[src/rtl/gat_bram_bridge.sv]
// Host-to-core bridge for the GAT accelerator: aligns and counts host BRAM writes,
// checks per-channel load completion, sequences core start/ready, and provides feature readback.
module gat_bram_bridge #(
    parameter int TOP_WIDTH     = 32,
    parameter int NUM_CH        = 3,
    parameter int CH_DATA_WIDTH = 19,
    parameter int CH_ADDR_W     = 18,
    parameter int CNT_W         = 19,
    parameter int FEAT_ADDR_W   = 16,
    parameter int FEAT_WIDTH    = 32,
    parameter int RD_LAT        = 2
) (
    input  logic                            clk,
    input  logic                            rst,
    input  logic                            cfg_clear,
    input  logic [NUM_CH*CNT_W-1:0]         cfg_expect_words,
    input  logic [NUM_CH*TOP_WIDTH-1:0]     ch_din,
    input  logic [NUM_CH-1:0]               ch_ena,
    input  logic [NUM_CH-1:0]               ch_wea,
    input  logic [NUM_CH*(CH_ADDR_W+2)-1:0] ch_addra,
    input  logic [NUM_CH-1:0]               ch_load_done,
    output logic [NUM_CH*CH_DATA_WIDTH-1:0] core_din,
    output logic [NUM_CH-1:0]               core_we,
    output logic [NUM_CH*CH_ADDR_W-1:0]     core_addr,
    output logic                            core_start,
    input  logic                            core_ready,
    output logic                            gat_ready,
    input  logic [FEAT_ADDR_W+1:0]          feat_addrb,
    input  logic                            feat_rd_en,
    output logic [FEAT_ADDR_W-1:0]          core_feat_addr,
    input  logic [FEAT_WIDTH-1:0]           core_feat_dout,
    output logic [FEAT_WIDTH-1:0]           feat_dout,
    output logic                            feat_dout_vld,
    output logic [TOP_WIDTH-1:0]            status
);

    typedef enum logic [1:0] {
        ST_LOAD     = 2'd0,
        ST_START    = 2'd1,
        ST_RUN      = 2'd2,
        ST_COMPLETE = 2'd3
    } state_t;

    state_t                   state_q, state_d;
    logic [NUM_CH-1:0]        we_q, we_d;
    logic [NUM_CH-1:0]        done_q, done_d;
    logic [NUM_CH-1:0]        err_align_q, err_align_d;
    logic [NUM_CH-1:0]        err_count_q, err_count_d;
    logic [NUM_CH-1:0]        err_busy_q, err_busy_d;
    logic [CNT_W-1:0]         cnt_q [NUM_CH];
    logic [CNT_W-1:0]         cnt_d [NUM_CH];
    logic [CH_ADDR_W-1:0]     addr_q [NUM_CH];
    logic [CH_ADDR_W-1:0]     addr_d [NUM_CH];
    logic [CH_DATA_WIDTH-1:0] din_q [NUM_CH];
    logic [CH_DATA_WIDTH-1:0] din_d [NUM_CH];
    logic [RD_LAT-1:0]        rd_sr_q, rd_sr_d;
    logic [FEAT_WIDTH-1:0]    feat_q, feat_d;
    logic                     feat_vld_q, feat_vld_d;

    logic [CH_ADDR_W+1:0]     host_addr;
    logic [CNT_W-1:0]         exp_words;
    logic                     wr_req;
    logic                     accept;

    // Per-channel write acceptance, counting, done tracking and error flags
    always_comb begin
        we_d        = '0;
        done_d      = done_q;
        err_align_d = err_align_q;
        err_count_d = err_count_q;
        err_busy_d  = err_busy_q;
        host_addr   = '0;
        exp_words   = '0;
        wr_req      = 1'b0;
        accept      = 1'b0;
        for (int i = 0; i < NUM_CH; i++) begin
            cnt_d[i]  = cnt_q[i];
            addr_d[i] = addr_q[i];
            din_d[i]  = din_q[i];
            host_addr = ch_addra[i*(CH_ADDR_W+2) +: (CH_ADDR_W+2)];
            exp_words = cfg_expect_words[i*CNT_W +: CNT_W];
            wr_req    = ch_ena[i] & ch_wea[i];
            accept    = wr_req && (state_q == ST_LOAD) && (host_addr[1:0] == 2'b00) && !cfg_clear;
            if (accept) begin
                we_d[i]   = 1'b1;
                addr_d[i] = host_addr[CH_ADDR_W+1:2];
                din_d[i]  = ch_din[i*TOP_WIDTH +: CH_DATA_WIDTH];
                cnt_d[i]  = (cnt_q[i] == {CNT_W{1'b1}}) ? cnt_q[i] : cnt_q[i] + CNT_W'(1);
            end
            if (wr_req && (host_addr[1:0] != 2'b00)) err_align_d[i] = 1'b1;
            if (wr_req && (state_q != ST_LOAD))      err_busy_d[i]  = 1'b1;
            if (!done_q[i]) begin
                if (ch_load_done[i]) begin
                    if (cnt_q[i] == exp_words) done_d[i]      = 1'b1;
                    else                       err_count_d[i] = 1'b1;
                end
            end else if (accept && (cnt_d[i] > exp_words)) begin
                // Overshoot after completion: host wrote more than promised
                done_d[i]      = 1'b0;
                err_count_d[i] = 1'b1;
            end
            if (cfg_clear) begin
                cnt_d[i]       = '0;
                done_d[i]      = 1'b0;
                err_align_d[i] = 1'b0;
                err_count_d[i] = 1'b0;
                err_busy_d[i]  = 1'b0;
            end
        end
    end

    always_comb begin
        state_d = state_q;
        case (state_q)
            ST_LOAD:     if (&done_q) state_d = ST_START;
            ST_START:    state_d = ST_RUN;
            ST_RUN:      if (core_ready) state_d = ST_COMPLETE;
            ST_COMPLETE: state_d = ST_COMPLETE;
            default:     state_d = ST_LOAD;
        endcase
        if (cfg_clear) state_d = ST_LOAD;
    end

    // Read strobe is delayed to line up with the core BRAM's data return
    always_comb begin
        rd_sr_d    = '0;
        rd_sr_d[0] = feat_rd_en;
        for (int k = 1; k < RD_LAT; k++) rd_sr_d[k] = rd_sr_q[k-1];
        feat_vld_d = rd_sr_q[RD_LAT-1];
        feat_d     = feat_vld_d ? core_feat_dout : feat_q;
    end

    always_ff @(posedge clk or posedge rst) begin
        if (rst) begin
            state_q     <= ST_LOAD;
            we_q        <= '0;
            done_q      <= '0;
            err_align_q <= '0;
            err_count_q <= '0;
            err_busy_q  <= '0;
            rd_sr_q     <= '0;
            feat_q      <= '0;
            feat_vld_q  <= 1'b0;
            for (int i = 0; i < NUM_CH; i++) begin
                cnt_q[i]  <= '0;
                addr_q[i] <= '0;
                din_q[i]  <= '0;
            end
        end else begin
            state_q     <= state_d;
            we_q        <= we_d;
            done_q      <= done_d;
            err_align_q <= err_align_d;
            err_count_q <= err_count_d;
            err_busy_q  <= err_busy_d;
            rd_sr_q     <= rd_sr_d;
            feat_q      <= feat_d;
            feat_vld_q  <= feat_vld_d;
            for (int i = 0; i < NUM_CH; i++) begin
                cnt_q[i]  <= cnt_d[i];
                addr_q[i] <= addr_d[i];
                din_q[i]  <= din_d[i];
            end
        end
    end

    always_comb begin
        core_din  = '0;
        core_addr = '0;
        for (int i = 0; i < NUM_CH; i++) begin
            core_din[i*CH_DATA_WIDTH +: CH_DATA_WIDTH] = din_q[i];
            core_addr[i*CH_ADDR_W +: CH_ADDR_W]        = addr_q[i];
        end
        status                         = '0;
        status[1:0]                    = state_q;
        status[2 +: NUM_CH]            = done_q;
        status[2 + NUM_CH +: NUM_CH]   = err_align_q;
        status[2 + 2*NUM_CH +: NUM_CH] = err_count_q;
        status[2 + 3*NUM_CH +: NUM_CH] = err_busy_q;
    end

    assign core_we        = we_q;
    assign core_start     = (state_q == ST_START);
    assign gat_ready      = (state_q == ST_COMPLETE);
    assign core_feat_addr = feat_addrb[FEAT_ADDR_W+1:2];
    assign feat_dout      = feat_q;
    assign feat_dout_vld  = feat_vld_q;

    // Upper host data bits and byte-lane address bits are intentionally ignored
    logic unused_ok;
    assign unused_ok = ^{ch_din, feat_addrb[1:0]};

endmodule

[config.mk]
export PLATFORM = sky130hd
export DESIGN_NAME = gat_bram_bridge
export DESIGN_NICKNAME = d
export VERILOG_FILES = /design/src/rtl/gat_bram_bridge.sv
export SDC_FILE = /design/constraint.sdc
export NUM_CORES = 1
export LEC_CHECK = 0
export BUFFER_PORTS_ARGS = -buffer_cell sky130_fd_sc_hd__buf_4
export CAP_MARGIN = 10
export CORE_AREA = 4 4 180 182
export CTS_BUF_LIST = sky130_fd_sc_hd__clkbuf_4 sky130_fd_sc_hd__clkbuf_8
export DETAILED_ROUTE_END_ITERATION = 8
export DIE_AREA = 0 0 184 186
export PLACE_DENSITY = 0.69
export SYNTH_ARGS = -nofsm -noshare
export SYNTH_HDL_FRONTEND = slang
export SYNTH_SLANG_ARGS = --single-unit
[constraint.sdc]
create_clock -name clk -period 7.1 [get_ports clk]
set_input_delay 1.42 -clock clk [delete_from_list [all_inputs] [get_ports clk]]
set_output_delay 1.42 -clock clk [all_outputs]
set_load 0.01 [all_outputs]
---- After elaboration in Yosys (flattened, before gate mapping) ----
Index checks and enable logic that the tools add are counted.
cells by class
  add/subtract/negate cells ............... 3
  $lt $le $gt $ge ......................... 3
  equal/unequal tests ..................... 17
  mux-type cells .......................... 58
  bitwise operators ....................... 3
  reduce and logical (&&, ||, !) cells .... 41
operators by type and width
  cell                                                                     count
  19-bit 2-to-1 mux                                                        9
  19-bit by 1-bit adder with 19-bit output, second input constant          3
  19-bit == test                                                           3
  19-bit == test, second input constant                                    3
  19-bit greater-than comparator                                           3
  1-bit 2-to-1 mux                                                         45
  2-bit nonzero test                                                       10
  1-bit logical AND                                                        18
  3-bit by 2-bit inequality test with 1-bit output, second input constant  4
  3-bit inequality test, second input constant                             4
  3-bit AND reduction                                                      4
  3-bit nonzero test                                                       3
  2-bit zero test                                                          4
  2-bit case mux with 4 select lines                                       1
  2-bit 2-to-1 mux                                                         3
  2-bit == test, second input constant                                     2
  1-bit bitwise AND                                                        3
  2-bit by 1-bit == test with 1-bit output, second input constant          1
  2-bit AND reduction                                                      1
  1-bit zero test                                                          1
word-level totals
  register bits ........................... 220
  input bits .............................. 277
  output and inout bits ................... 197
  logic and storage cells ................. 149

---- Longest topological paths before layout ----
  depth in word-level cells ............... 10
  mapped depth ............................ 14
  gate-level depth less buffers ........... 13

---- Worst setup path before layout ----
OpenSTA, ideal clock, no wires.
  path kind ............................... input-to-reg
  from .................................... input cfg_clear
  to ...................................... register err_count_q[1]
  setup time .............................. 0.122 ns
  arrival ................................. 4.052 ns
  required time ........................... 6.978 ns
  slack ................................... 2.926 ns
  cell stages on the path ................. 12
  buffers on the path ..................... 0
  cell sequence ........................... nor3_2 nand4_1 inv_1 and3_1 and3_1 mux2_2 ha_1 nand4_1 nor4_1 a41oi_1 mux2_2 a32o_1
between the ends
  word-level cells in the longest chain between the ends .. 7
  elaborated cells between the ends (all ways) .. 10
  classes of those cells .................. order compare (1); eq/ne (2); mux (2); reduce/logical (5)
RTL lines
  item                                                        RTL line  source
  from (decl)                                                 15        input logic cfg_clear,
  1-bit zero test                                             83        accept = wr_req && (state_q == ST_LOAD) && (host_addr[1:0] == 2'b00) && !cfg_clear;
  1-bit logical AND                                           83
  19-bit 2-to-1 mux                                           84        if (accept) begin
  19-bit greater-than comparator                              97        end else if (accept && (cnt_d[i] > exp_words)) begin
  1-bit logical AND                                           97
  3-bit by 2-bit inequality test with 1-bit output (no line)  --
  3-bit AND reduction (no line)                               --
  to (signal assigned)                                        154       err_count_q <= err_count_d;
  to (decl)                                                   48        logic [NUM_CH-1:0] err_count_q, err_count_d;
Parallel ways exist; a longest one is shown, timed or not.
A chain may end at the register's enable or synchronous reset.

---- Worst setup path in the final report ----
Ends and elaborated chain as after synthesis.

==> results.cfg <==
[sta]
hold_viol_final = 0
worst_slack_ns = 2.135
final.setup_skew_ns = 0.01695
grt_setup_unrepaired = no
slew_headroom = 0.3405
finalSetupTns_ns = 0
setup_viol = 0
period_share = 0.6993
maxClockFrequency_mhz = 201.4
slew_violations = 0
finalCriticalPeriod_ns = 4.965
worst_slew_pin_slew_ns = 0.9892
whs_ns = 0.3500

[global_routing]
grt.overflow.total = 0
antenna_found_initial = 0
grt_pass1_vias = 9990
track_usage = 0.1806
grt_start_max_net_pins = 74
grt_pass1_wl_microns = 50410

[clock_tree]
post_cts_buffers = 0
root_buffer = clkbuf_8
cts_buffers = 41
cts.reportedPaths.clkPinSlew_ns = 0.06
ctsResizeCount = 0
clk_latency_ns = 0.52
clock_sinks = 220
clockBufferDepth = 3
cts_tree = done
postCtsHoldBufs = 0
h-tree-depth = 2

[drt]
routed_wl_microns = 32530
post_drt_via_cell_ratio = 4.774
route.detailed.drc = 0
ant_nets = 0
first_pass_iters = 4
drtIter0Drc = 418
drt-wirelength-per-cell_microns = 15.99
vias = 9710

[logic_synthesis]
synth_seq_area_share = 0.4788
ys.flop_type = dfrtp_1
synth-seq-cells = 220
synth_cells = 1235
synth_top_cell_by_area = dfrtp_1
ys_top_cells_by_area = dfrtp_1, nand2_1, ha_1, xnor2_1, mux2_2
avgSynthCellArea_sq_um = 9.311
yosys.cell_types.count = 54
synthArstFlopShare = 1.000
yosys_warnings = 0
synth-edff-count = 0
synthesis.area_sq_mm = 0.01150
yosys.area.top_type_share = 0.4788

[worst_setup_path]
crit_path_max_fanout = 41
cp_data_arrival_time_ns = 5.38
cp-end-kind = register
required_ns = 7.51
cp-start-kind = primary input
worstSetupPathType = in2reg

[floorplanning]
io_pins = 474
die_w_microns = 184
die_y_microns = 186
dieArea_sq_mm = 0.03422
start_util = 0.3759
coreArea_sq_mm = 0.03059
rows = 64

[placed_design]
finalWeightedCongestion = 0.8698
dpl_worst_slack_ns = 1.587
place_area_sq_mm = 0.01458
port_buffers = 382
place_hpwl_microns = 25040
dp_cells = 1965

[pwr]
leakagePower_nw = 8.210
ir_drop_mv = 0.1696
p_total_mw = 3.497
power_density_mw_per_mm2 = 226.1

[status]
status = completed

[layout]
area_growth_pct = 34.49
stdcell_area_sq_mm = 0.01546
finalNetCount = 1949
drive_gt1_frac = 0.3138
num_antenna_cells = 0
fin_util = 0.5056
final_common_cell = buf_4
layout.cells.non_filler = 2034
fill_cells = 2854
layout_common_cells = buf_4, nand2_1, dfrtp_1

[job]
maxCapViolations = 0

[worst_hold_path]
min_path_type = reg2reg
## cell type report
cell class                 instances  area (sq um)  area share
tap                              396         495.5     0.03204
clock buffer                      61         789.5     0.05105
clock inverter                     8         92.59    0.005987
multi-input combinational        886          5365      0.3469
inverter                          70         266.5     0.01723
timing repair buffer             393          2950      0.1908
sequential                       220          5505      0.3560
## logic make-up (layout without fill, tap and decap cells)
group,after synthesis,after routing,synth area share
other cells,1,18,0.0003261
flops,220,220,0.4788
fa+ha+maj,60,60,0.06529
xor+xnor,100,100,0.07682
mux,40,40,0.03906
buf+inv,146,532,0.06017
compound gates,73,73,0.04418
simple gates,595,595,0.2354
## critical path, cell delays in order
cell     delay, ns
buf_4         0.19
nor3_2        0.37
nand4_1       0.15
buf_4         0.29
inv_1         0.10
buf_4         0.38
and3_1        0.30
and3_1        0.18
mux2_2        0.34
ha_1          0.29
nand4_1       0.14
nor4_1        0.44
a41oi_1       0.21
mux2_2        0.30
a32o_1        0.24
## routing by layer
metal	up-vias	share of wire	GRT usage
met5	-	0	0
met4	0	0.029	0.06507
met3	73	0.092	0.05941
met2	364	0.49	0.3139
met1	4536	0.39	0.2088
li1	4737	-	-
## power by group
part           leakage (nW)  internal (mW)  switching [mW]
logic                  4.90          0.360           0.328
clock network         0.466          0.780           0.528
registers              2.85           1.41          0.0873
total                  8.21           2.55           0.943
## sequential cells by signal, summed over array words and instances (netlist names), 3 cells and up
register and count:
cnt_q 57, core_din 57, core_addr 54, feat_dout 32, core_we 3, done_q 3
err_align_q 3, err_busy_q 3, err_count_q 3
## final timing paths
kind / startpoint / to / slack, ns / cells after the start
worst max-delay path: cfg_clear / err_count_q[1] / 2.14 / 15
worst min-delay path: rd_sr_q[0] / rd_sr_q[1] / 0.35 / 0
worst max register to register: state_q[0] / err_count_q[1] / 2.71 / 14
worst min register to register: rd_sr_q[0] / rd_sr_q[1] / 0.35 / 0
max in group asynchronous: rst / cnt_q[25] / 4.72 / 3
min in group asynchronous: rst / core_addr[24] / 0.98 / 2
## synth_stat cells (2+ instances only)
library cell and instances:
nor3_1 8, nor2b_1 6, a21o_1 2, nand4_1 34
and3_1 11, clkbuf_1 34, o2bb2ai_1 3, xnor2_1 72
nand2_1 387, o221ai_1 2, and2_1 56, nor4_1 10
a211oi_1 3, ha_1 60, mux2_2 39, a21oi_1 23
nand3_1 29, nor3b_1 2, o211ai_1 4, o21ai_0 11
a31oi_1 2, xor2_1 27, buf_4 34, nand2b_1 2
o21a_1 7, nor4bb_1 2, o2111ai_1 2, a221oi_1 2
a31o_2 2, buf_1 5, a32o_1 2, a41oi_1 3
dfrtp_1 220, buf_6 2, inv_1 70, nor2_1 30
and4_1 10
No activity file was read; power rests on OpenSTA's default activity.
